===== config.mk =====
export PLATFORM = sky130hd
export DESIGN_NAME = ccd_frame_capture_flat
export DESIGN_NICKNAME = d
export VERILOG_FILES = /design/src/rtl/ccd_pkg.sv /design/src/rtl/ccd_frame_capture_if.sv /design/src/rtl/ccd_edge_sync.sv /design/src/rtl/ccd_frame_capture.sv /design/src/flat_wrapper.sv
export SDC_FILE = /design/constraint.sdc
export NUM_CORES = 1
export LEC_CHECK = 0
export BUFFER_PORTS_ARGS = -buffer_cell sky130_fd_sc_hd__buf_4
export CORE_UTILIZATION = 55
export CTS_BUF_LIST = sky130_fd_sc_hd__clkbuf_16
export DETAILED_ROUTE_END_ITERATION = 8
export PLACE_DENSITY = 0.87
export SLEW_MARGIN = 20
export SYNTH_ARGS = -nofsm -noshare
export SYNTH_HDL_FRONTEND = slang
export SYNTH_HIERARCHICAL = 1
export SYNTH_SLANG_ARGS = --single-unit

===== constraint.sdc =====
create_clock -name iCLK -period 3 [get_ports iCLK]
set_clock_uncertainty 0.2 [all_clocks]
set_input_delay 0.3 -clock iCLK [delete_from_list [all_inputs] [get_ports iCLK]]
set_output_delay 0.3 -clock iCLK [all_outputs]
set_load 0.02 [all_outputs]

===== src/rtl/ccd_pkg.sv =====
// Shared constants and FSM state type for the camera receive front end.
// The pixel width is also consumed by the SDRAM write-port packing logic.
package ccd_pkg;

    localparam int CCD_DATA_W   = 12;
    localparam int CCD_H_ACTIVE = 640;
    localparam int CCD_V_ACTIVE = 480;
    localparam int CCD_CNT_W    = 16;
    localparam int CCD_FRAME_W  = 32;

    typedef enum logic [1:0] {
        ST_IDLE    = 2'd0,
        ST_WAIT_FS = 2'd1,
        ST_ACTIVE  = 2'd2
    } ccd_state_e;

endpackage


===== src/rtl/ccd_frame_capture_if.sv =====
// Sensor-side inputs and qualified pixel outputs of the capture block.
// master = sensor/control side, slave = capture block.
interface ccd_frame_capture_if #(
    parameter int DATA_W  = ccd_pkg::CCD_DATA_W,
    parameter int CNT_W   = ccd_pkg::CCD_CNT_W,
    parameter int FRAME_W = ccd_pkg::CCD_FRAME_W
);

    logic               iFVAL;
    logic               iLVAL;
    logic [DATA_W-1:0]  iDATA;
    logic               iSTART;
    logic               iEND;

    logic [DATA_W-1:0]  oDATA;
    logic               oDVAL;
    logic [CNT_W-1:0]   oX_Cont;
    logic [CNT_W-1:0]   oY_Cont;
    logic [FRAME_W-1:0] oFrame_Cont;
    logic               oFRAME_DONE;
    logic               oLINE_ERR;
    logic               oBUSY;

    modport master (
        output iFVAL, iLVAL, iDATA, iSTART, iEND,
        input  oDATA, oDVAL, oX_Cont, oY_Cont, oFrame_Cont, oFRAME_DONE, oLINE_ERR, oBUSY
    );

    modport slave (
        input  iFVAL, iLVAL, iDATA, iSTART, iEND,
        output oDATA, oDVAL, oX_Cont, oY_Cont, oFrame_Cont, oFRAME_DONE, oLINE_ERR, oBUSY
    );

endinterface


===== src/rtl/ccd_edge_sync.sv =====
// Registers FVAL/LVAL/DATA once and flags frame start/end and line end; one cycle latency.
// No backpressure: the sensor pixel clock paces the stream.
module ccd_edge_sync
    import ccd_pkg::*;
#(
    parameter int   DATA_W        = CCD_DATA_W,
    parameter logic FVAL_PREV_RST = 1'b1,
    parameter logic LVAL_PREV_RST = 1'b0
) (
    input  logic              clk_i,
    input  logic              rst_i,
    input  logic              fval_i,
    input  logic              lval_i,
    input  logic [DATA_W-1:0] data_i,
    output logic              fval_o,
    output logic              lval_o,
    output logic [DATA_W-1:0] data_o,
    output logic              fs_o,
    output logic              fe_o,
    output logic              le_o
);

    logic              fval_q;
    logic              lval_q;
    logic [DATA_W-1:0] data_q;
    logic              fval_prev_q;
    logic              lval_prev_q;
    logic              primed_q;

    // On the first cycle out of reset prev takes the raw input, so a level
    // already present at release never looks like an edge.
    always_ff @(posedge clk_i) begin
        if (rst_i) begin
            fval_q      <= 1'b0;
            lval_q      <= 1'b0;
            data_q      <= '0;
            fval_prev_q <= FVAL_PREV_RST;
            lval_prev_q <= LVAL_PREV_RST;
            primed_q    <= 1'b0;
        end else begin
            fval_q      <= fval_i;
            lval_q      <= lval_i;
            data_q      <= data_i;
            fval_prev_q <= primed_q ? fval_q : fval_i;
            lval_prev_q <= primed_q ? lval_q : lval_i;
            primed_q    <= 1'b1;
        end
    end

    assign fval_o = fval_q;
    assign lval_o = lval_q;
    assign data_o = data_q;
    assign fs_o   = fval_q & ~fval_prev_q;
    assign fe_o   = ~fval_q & fval_prev_q;
    assign le_o   = ~lval_q & lval_prev_q;

endmodule


===== src/rtl/ccd_frame_capture.sv =====
// Qualifies the sensor FVAL/LVAL stream into (data, X, Y) beats with frame count; capture arms on frame edges only.
// iDATA->oDATA latency is 2 cycles; no backpressure, the sensor pixel clock paces everything.
module ccd_frame_capture
    import ccd_pkg::*;
#(
    parameter int DATA_W   = CCD_DATA_W,
    parameter int H_ACTIVE = CCD_H_ACTIVE,
    parameter int V_ACTIVE = CCD_V_ACTIVE,
    parameter int CNT_W    = CCD_CNT_W,
    parameter int FRAME_W  = CCD_FRAME_W
) (
    input  logic               iCLK,
    input  logic               iRST,
    ccd_frame_capture_if.slave bus
);

    localparam logic [CNT_W-1:0] X_LAST = CNT_W'(H_ACTIVE - 1);
    localparam logic [CNT_W-1:0] X_OVF  = CNT_W'(H_ACTIVE);
    localparam logic [CNT_W-1:0] Y_LAST = CNT_W'(V_ACTIVE - 1);
    localparam logic [CNT_W-1:0] Y_OVF  = CNT_W'(V_ACTIVE);

    logic              m_fval;
    logic              m_lval;
    logic [DATA_W-1:0] m_data;
    logic              fs;
    logic              fe;
    logic              le;

    ccd_state_e state_q, state_d;
    logic       stop_q, stop_d;
    logic       pix_vld;
    logic       frame_end;
    logic       row_end;

    logic [CNT_W-1:0]   x_q;
    logic [CNT_W-1:0]   y_q;
    logic [DATA_W-1:0]  data_q;
    logic               dval_q;
    logic [CNT_W-1:0]   ox_q;
    logic [CNT_W-1:0]   oy_q;
    logic [FRAME_W-1:0] frame_q;
    logic               done_q;
    logic               err_q;
    logic               busy_q;

    ccd_edge_sync #(
        .DATA_W        (DATA_W),
        .FVAL_PREV_RST (1'b1),
        .LVAL_PREV_RST (1'b0)
    ) u_sync (
        .clk_i  (iCLK),
        .rst_i  (iRST),
        .fval_i (bus.iFVAL),
        .lval_i (bus.iLVAL),
        .data_i (bus.iDATA),
        .fval_o (m_fval),
        .lval_o (m_lval),
        .data_o (m_data),
        .fs_o   (fs),
        .fe_o   (fe),
        .le_o   (le)
    );

    always_ff @(posedge iCLK) begin
        if (iRST) begin
            state_q <= ST_IDLE;
            stop_q  <= 1'b0;
        end else begin
            state_q <= state_d;
            stop_q  <= stop_d;
        end
    end

    always_comb begin
        state_d = state_q;
        stop_d  = stop_q;
        case (state_q)
            ST_IDLE: begin
                if (bus.iSTART && !bus.iEND) state_d = ST_WAIT_FS;
            end
            ST_WAIT_FS: begin
                if (bus.iEND)  state_d = ST_IDLE;
                else if (fs)   state_d = ST_ACTIVE;
            end
            ST_ACTIVE: begin
                if (bus.iEND) stop_d = 1'b1;
                // A stop request landing on the frame-end cycle still counts.
                if (fe) begin
                    state_d = (stop_q || bus.iEND) ? ST_IDLE : ST_WAIT_FS;
                    stop_d  = 1'b0;
                end
            end
            default: state_d = ST_IDLE;
        endcase
    end

    always_comb begin
        pix_vld   = 1'b0;
        frame_end = 1'b0;
        row_end   = 1'b0;
        if (state_q == ST_ACTIVE) begin
            pix_vld   = m_fval & m_lval;
            frame_end = fe;
            row_end   = le & (x_q != '0);
        end
    end

    // x_q/y_q hold the position of the next pixel and may reach H/V_ACTIVE;
    // a pixel arriving there is out of range: reported at the last column/row and flagged.
    always_ff @(posedge iCLK) begin
        if (iRST) begin
            x_q     <= '0;
            y_q     <= '0;
            data_q  <= '0;
            dval_q  <= 1'b0;
            ox_q    <= '0;
            oy_q    <= '0;
            frame_q <= '0;
            done_q  <= 1'b0;
            err_q   <= 1'b0;
            busy_q  <= 1'b0;
        end else begin
            dval_q <= pix_vld;
            done_q <= frame_end;
            busy_q <= (state_d != ST_IDLE);

            if (pix_vld) begin
                data_q <= m_data;
                ox_q   <= (x_q == X_OVF) ? X_LAST : x_q;
                oy_q   <= (y_q == Y_OVF) ? Y_LAST : y_q;
            end

            if (fs || le)
                x_q <= '0;
            else if (pix_vld && x_q != X_OVF)
                x_q <= x_q + CNT_W'(1);

            if (fs)
                y_q <= '0;
            else if (row_end && y_q != Y_OVF)
                y_q <= y_q + CNT_W'(1);

            if (frame_end)
                frame_q <= frame_q + FRAME_W'(1);

            if (state_q == ST_IDLE && bus.iSTART)
                err_q <= 1'b0;
            else if (pix_vld && (x_q == X_OVF || y_q == Y_OVF))
                err_q <= 1'b1;
        end
    end

    assign bus.oDATA       = data_q;
    assign bus.oDVAL       = dval_q;
    assign bus.oX_Cont     = ox_q;
    assign bus.oY_Cont     = oy_q;
    assign bus.oFrame_Cont = frame_q;
    assign bus.oFRAME_DONE = done_q;
    assign bus.oLINE_ERR   = err_q;
    assign bus.oBUSY       = busy_q;

endmodule


===== src/flat_wrapper.sv =====
// flat-port wrapper written by rule: the top's interface ports become plain ports
module ccd_frame_capture_flat import ccd_pkg::*;
#(
    parameter int DATA_W   = CCD_DATA_W,
    parameter int H_ACTIVE = CCD_H_ACTIVE,
    parameter int V_ACTIVE = CCD_V_ACTIVE,
    parameter int CNT_W    = CCD_CNT_W,
    parameter int FRAME_W  = CCD_FRAME_W
)
  (iCLK, iRST, bus_iFVAL, bus_iLVAL, bus_iDATA, bus_iSTART, bus_iEND, bus_oDATA, bus_oDVAL, bus_oX_Cont, bus_oY_Cont, bus_oFrame_Cont, bus_oFRAME_DONE, bus_oLINE_ERR, bus_oBUSY);
  ccd_frame_capture_if #(.DATA_W(DATA_W), .CNT_W(CNT_W), .FRAME_W(FRAME_W)) bus_i ();
  input  logic iCLK;
  input  logic iRST;
  input wire logic [$bits(bus_i.iFVAL)-1:0] bus_iFVAL;
  input wire logic [$bits(bus_i.iLVAL)-1:0] bus_iLVAL;
  input wire logic [$bits(bus_i.iDATA)-1:0] bus_iDATA;
  input wire logic [$bits(bus_i.iSTART)-1:0] bus_iSTART;
  input wire logic [$bits(bus_i.iEND)-1:0] bus_iEND;
  output wire logic [$bits(bus_i.oDATA)-1:0] bus_oDATA;
  output wire logic [$bits(bus_i.oDVAL)-1:0] bus_oDVAL;
  output wire logic [$bits(bus_i.oX_Cont)-1:0] bus_oX_Cont;
  output wire logic [$bits(bus_i.oY_Cont)-1:0] bus_oY_Cont;
  output wire logic [$bits(bus_i.oFrame_Cont)-1:0] bus_oFrame_Cont;
  output wire logic [$bits(bus_i.oFRAME_DONE)-1:0] bus_oFRAME_DONE;
  output wire logic [$bits(bus_i.oLINE_ERR)-1:0] bus_oLINE_ERR;
  output wire logic [$bits(bus_i.oBUSY)-1:0] bus_oBUSY;
  assign bus_i.iFVAL = bus_iFVAL;
  assign bus_i.iLVAL = bus_iLVAL;
  assign bus_i.iDATA = bus_iDATA;
  assign bus_i.iSTART = bus_iSTART;
  assign bus_i.iEND = bus_iEND;
  assign bus_oDATA = bus_i.oDATA;
  assign bus_oDVAL = bus_i.oDVAL;
  assign bus_oX_Cont = bus_i.oX_Cont;
  assign bus_oY_Cont = bus_i.oY_Cont;
  assign bus_oFrame_Cont = bus_i.oFrame_Cont;
  assign bus_oFRAME_DONE = bus_i.oFRAME_DONE;
  assign bus_oLINE_ERR = bus_i.oLINE_ERR;
  assign bus_oBUSY = bus_i.oBUSY;
  ccd_frame_capture #(.DATA_W(DATA_W), .H_ACTIVE(H_ACTIVE), .V_ACTIVE(V_ACTIVE), .CNT_W(CNT_W), .FRAME_W(FRAME_W)) u_core (.iCLK(iCLK), .iRST(iRST), .bus(bus_i));
endmodule

---- Word level (Yosys, flattened, before mapping) ----
Index checks and enable logic that the tools add are counted.
word-level totals
  bits in registers ....................... 132
  input bits .............................. 18
  output and inout bits ................... 80
  logic and storage cells ................. 68
operators by class
  add/subtract/negate cells ............... 3
  equality and inequality tests ........... 6
  mux-type cells .......................... 16
  bitwise operators ....................... 8
  reduce and logical (&&, ||, !) cells .... 17
operator list
  kind                                                                       number
  16-bit by 1-bit adder with 16-bit output, second input constant            2
  32-bit by 1-bit adder with 32-bit output, second input constant            1
  16-bit two-way mux                                                         2
  16-bit by 10-bit == test with 1-bit output, second input constant          1
  16-bit by 9-bit == test with 1-bit output, second input constant           1
  16-bit by 10-bit inequality test with 1-bit output, second input constant  1
  16-bit by 9-bit inequality test with 1-bit output, second input constant   1
  16-bit nonzero test                                                        1
  1-bit two-way mux                                                          9
  2-bit two-way mux                                                          4
  2-bit case mux with 3 select lines                                         1
  2-bit OR reduction                                                         3
  1-bit bitwise AND                                                          5
  1-bit logical AND                                                          5
  2-bit nonzero test                                                         2
  1-bit logical OR                                                           3
  1-bit NOT                                                                  3
  2-bit by 1-bit == test with 1-bit output, second input constant            1
  2-bit == test, second input constant                                       1
  2-bit logical NOT                                                          1
  2-bit AND reduction                                                        1
  1-bit logical NOT                                                          1

---- Depth between registers and ports, before layout ----
  depth in word-level cells ............... 6
  gate-level depth with buffers ........... 8
  mapped depth without buffers ............ 6

---- Modules after synthesis ----
Netlist, hierarchy kept.
modules (own cells, without submodules)
  module             times used  cells each  area each (um2)  seq. area each (um2)
  ccd_frame_capture  1           630         5313.8           2302.2
  ccd_edge_sync      1           40          494.2            340.3

---- Worst setup path after synthesis ----
Ideal clock, no wire load.
  path type ............................... register -> register
  start ................................... register u_core.u_sync.fval_prev_q
  end ..................................... register u_core.frame_q[16] (netlist: u_core/bus.oFrame_Cont[16])
  library setup time ...................... 0.121 ns
  data arrival time ....................... 1.839 ns
  data required time ...................... 2.679 ns
  slack ................................... 0.840 ns
  cell stages (with the launch flop) ...... 8
  path buffers ............................ 2
  clock period less this slack ............ 2.160 ns
  cells stage by stage .................... dfxtp_1 nor2b_1 and4b_1 buf_2 nand3_2 buf_6 nor4_1 mux2_2
on the way
  cells in the longest elaborated chain, start to end .. 2
RTL lines
  what                      line                      RTL
  start: declaration        ccd_edge_sync.sv:26       logic fval_prev_q;
  start signal: assignment  ccd_edge_sync.sv:44       fval_prev_q <= primed_q ? fval_q : fval_i;
  1-bit bitwise AND         ccd_edge_sync.sv:54       assign fe_o = ~fval_q & fval_prev_q;
  named net u_core.fe       ccd_frame_capture.sv:26   logic fe;
  1-bit two-way mux         ccd_frame_capture.sv:101  if (state_q == ST_ACTIVE) begin
  end signal: assignment    ccd_frame_capture.sv:144  frame_q <= frame_q + FRAME_W'(1);
  end: declaration          ccd_frame_capture.sv:41   logic [FRAME_W-1:0] frame_q;
The timed path passes the listed nets, and every way through them passes these cells.
A chain may end at the register's enable or synchronous reset.

---- Worst setup path after layout ----
  start ................................... register u_core.u_sync.fval_prev_q
  end ..................................... register u_core.frame_q[20] (netlist: u_core/bus.oFrame_Cont[20])
Same word-level chain as after synthesis.

==> implementation parameters <==
Parameter                              Value

Run status
  Result of the run ... complete, no violations

Finish
  Final #Nets ... 786
  Area growth from synthesis to final layout ... 25.9%
  Antenna diode count ... 0
  Fraction of final layout cells sized beyond drive strength 1 ... 0.211

Timing
  TNS Setup ... 0 ps
  Setup repair after global routing missed its margin ... no
  Slew Limit Headroom ... 0.520
  Hold violation count in the final report ... 0
  Transition time of the tightest slew-check pin ... 717 ps
  Number of setup violations in the final report ... 0
  Final Cycle Share ... 0.879
  Fmax ... 379 MHz
  Final critical-path setup slack ... 364 ps
  Crit path time final ... 2640 ps
  Final max-slew violation count ... 0

Floorplan
  Row count ... 37
  Core ar. ... 10300 sq um
  Die Footprint ... roughly 11000 sq um
  Chip width ... 105 um
  Vertical extent of the die ... 105 um
  Top-Level Pins ... 98
  Initial Utilization ... 0.565

Setup path
  Number of buffers and inverters on the critical path ... 0
  Launch instance of the worst register-to-register path ... u_core/u_sync/fval_prev_q$_SDFF_PP1_
  FF-to-FF End ... u_core/bus.oFrame_Cont[20]$_SDFFE_PP0P_
  CP Launch Point ... u_core/u_sync/fval_prev_q$_SDFF_PP1_
  Critical path capture point type ... flip-flop
  Worst setup path endpoint ... u_core/bus.oFrame_Cont[20]$_SDFFE_PP0P_
  R2r worst-path depth ... 5
  Top fanout value on the critical path ... 14
  Chain of cells forming the critical path ... nor2b_1 > and4b_1 > nand3_2 > nor4_1 > mux2_2
  CP max stage delay ... approximately 450 ps
  Cell family with the largest share of critical-path delay ... simple AND/OR/NAND/NOR gates
  Critical Path AT ... 2730 ps
  Required arrival time at the worst endpoint ... 3100 ps
  Highest-delay cell along the critical path ... nor4_1
  Worst path depth ... 5
  Worst setup SP type ... flip-flop
  Crit Path Class ... flip-flop to flip-flop
  Register-to-Register Setup Slack ... 360 ps

Logic synthesis
  Post-synth top area share ... 0.455
  Share of async-settable or async-resettable flops after synthesis ... 0
  Leading area contributor after synthesis ... dfxtp_1
  Portion of netlist area occupied by mux cells ... 0.0407
  Post-synthesis sequential element count ... 132
  Syn. warnings ... 6
  Most frequent cells after synthesis ... dfxtp_1, nand2_1, a21oi_1
  Xor-xnor portion of the synthesized cell area ... 0.0181
  Syn Area/Cell ... 8.67 sq um
  Primary FF master, synth ... dfxtp_1
  Syn_nets ... 693
  Most frequent cell after synthesis ... dfxtp_1
  Adder-cell area share of the yosys netlist ... 0.0108
  Netlist Area Pre-Place ... 5810 sq um
  Cells taking the most area after synthesis ... dfxtp_1, nand2_1, a21oi_1
  Distinct cell type count after synthesis ... 59
  Post-synthesis simple-gate area fraction ... 0.318
  Gate count of the mapped netlist ... 670
  Part of the Yosys area used for sequential elements ... 0.455
  Main combinational cell family by area after synthesis ... simple AND/OR/NAND/NOR gates
  Number of synthesized flops with an enable pin ... 0
  Synth Area in Compound Gates ... 0.110

Routing
  Number of nets still failing antenna checks after routing ... 0
  Number of DRC markers in iteration 0 ... between 200 and 300
  Detailed Route WL ... 14.2 mm
  Vias post-DR ... about 5400
  DRC viols ... 0
  Avg WL per Cell ... 15.6 um
  Via-to-Cell Ratio ... 5.95
  Drt first pass iters ... 6

Clock tree
  Number of buffers inserted during clock tree synthesis ... 17
  Resize count post-CTS ... 0
  Clock transition at path regs ... around 60 ps
  Root Buffer Master ... clkbuf_16
  CTS sink cnt ... 132
  Setup Fix Bufs, Post-CTS ... 0
  Clock tree from TritonCTS ... built
  Maximum root-to-sink buffer count ... 2
  H-tree levels ... 4
  Clock network latency to the later pin of the worst-skew pair ... slightly above 400 ps

Global routing
  Number of antenna violations at the first check in global routing ... 0
  Residual overflow from global routing ... 0
  Vias in the first global route ... 5019
  First-pass GRT wire length ... 23.5 mm
  Global routing usage summed across all routing layers ... 0.264
  Maximum number of pins on one net before global-route repair ... 64

Power
  Net switching power ... around 820 uW
  Power share of the combinational group ... 0.028
  Proportion of total power due to net switching ... 0.203
  PD cells ... 549 nW/um^2
  Cell-internal power ... ~3.2 mW
  Max VDD drop ... 0.000401 V
  Static leakage ... 2.74 nW
  Register share of total power ... 0.442
  Part of the power in the clock network ... 0.530

Placement
  DPL Wire Length ... 9.15 mm
  Gpl congestion ... 0.854
  Port buffer count ... 97
  Place WS ... 545 ps

Run
  Number of maximum-capacitance violations ... 0

Worst hold path
  Hold WC Path Type ... input port to flip-flop
## through the flow
step           hold slack, ps  power (mW)  cell area, sq um  std cells   util
2_1_floorplan             172        1.87              5810        670      -
3_3_place_gp              220        1.90              6550        865  0.637
3_5_place_dp              229        1.91              6550        865  0.637
4_1_cts                  14.0        4.04              7310        912  0.711
5_1_grt                  33.6        4.15              7310        912  0.711
6_report                 24.1        4.01              7310        912  0.711
## how the worst min path moves through the flow
stage,endpoint,slack [ps],cells after the start,startpoint
final,u_core/bus.oLINE_ERR$_SDFFE_PP0P_,20,2,iRST
after global routing,u_core/bus.oY_Cont[15]$_SDFFE_PP0P_,30,2,iRST
after CTS,u_core/bus.oLINE_ERR$_SDFFE_PP0P_,10,2,iRST
after detailed placement,u_core/bus.oDATA[11]$_SDFFE_PP0P_,230,2,u_core/u_sync/data_o[11]$_SDFF_PP0_
after global placement,u_core/bus.oDATA[0]$_SDFFE_PP0P_,220,2,u_core/u_sync/data_o[0]$_SDFF_PP0_
after floorplan,u_core/u_sync/data_o[11]$_SDFF_PP0_,170,1,iRST
## state kept, by name, summed over array words and instances (netlist names)
| register | count |
|---|---|
| u_core/bus.oFrame_Cont | 32 |
| u_core/bus.oX_Cont | 16 |
| u_core/bus.oY_Cont | 16 |
| u_core/x_q | 16 |
| u_core/y_q | 16 |
| u_core/bus.oDATA | 12 |
| u_core/u_sync/data_o | 12 |
| u_core/state_q | 2 |
| u_core/bus.oBUSY | 1 |
| u_core/bus.oDVAL | 1 |
| u_core/bus.oFRAME_DONE | 1 |
| u_core/bus.oLINE_ERR | 1 |
| u_core/stop_q | 1 |
| u_core/u_sync/fval_o | 1 |
| u_core/u_sync/fval_prev_q | 1 |
| u_core/u_sync/lval_o | 1 |
| u_core/u_sync/lval_prev_q | 1 |
| u_core/u_sync/primed_q | 1 |
## repair_timing
| item | 4_1_cts | 5_1_grt |
|---|---|---|
| hold endpoints to repair | 17 | 0 |
| endpoints found under the setup margin | 0 | 0 |
| hold buffers | 15 | 0 |
## placed cells by master (no fill, tap or decap), types with 5 or more instances in the layout
cell,netlist,layout
buf_4,2,104
or3_1,17,17
nand2_1,92,92
nor4_1,16,16
clkbuf_16,0,17
ha_1,5,5
o21ai_0,10,10
dfxtp_1,132,132
nand4_1,20,20
clkinv_2,0,5
mux2_2,13,13
dlygate4sd3_1,0,15
nor2b_1,27,27
nor2_1,49,49
mux2i_1,9,9
nand3_1,24,24
or4_1,13,13
o41ai_1,6,6
o31ai_1,13,13
xnor2_1,5,5
inv_1,9,9
o311ai_0,6,6
xor2_1,7,7
a21oi_1,57,57
and3_1,6,6
nor3_1,29,29
and4_1,12,12
## worst register-to-register path, stage by stage (launching register included)
cell and delay (ps):
dfxtp_1 330, nor2b_1 420, and4b_1 420, nand3_2 320
nor4_1 450, mux2_2 390
## power by group through the flow
stage	clock (mW)	combinational [mW]	sequential [mW]
floorplan	0	0.0625	1.81
global placement	0	0.0901	1.81
detailed placement	0	0.0942	1.81
CTS	2.15	0.111	1.77
global route	2.25	0.124	1.78
finish	2.13	0.113	1.78
## routing by layer
metal	share of wire	GRT usage	up-vias
li1	-	-	2603
met1	0.42	0.326	2598
met2	0.51	0.447	189
met3	0.052	0.0618	32
met4	0.019	0.101	0
met5	0	0	-
## final cells by class
cell class                      instances  area (sq um)
Clock buffer                           17           425
Clock inverter                         15           189
Fill cell                             782          2970
Inverter                               10          37.5
Multi-Input combinational cell        482          2900
Sequential cell                       132          2640
Tap cell                              136           170
Timing Repair Buffer                  120           951
## kinds of logic after synthesis
kind of cell             count (synthesis)
buffers and inverters                   56
XOR/XNOR                                12
adder cells (fa/ha/maj)                  5
multiplexers                            22
AO/OA/AOI/OAI                          104
flip-flops                             132
AND/OR/NAND/NOR                        339
No activity file was read; power rests on OpenSTA's default activity.
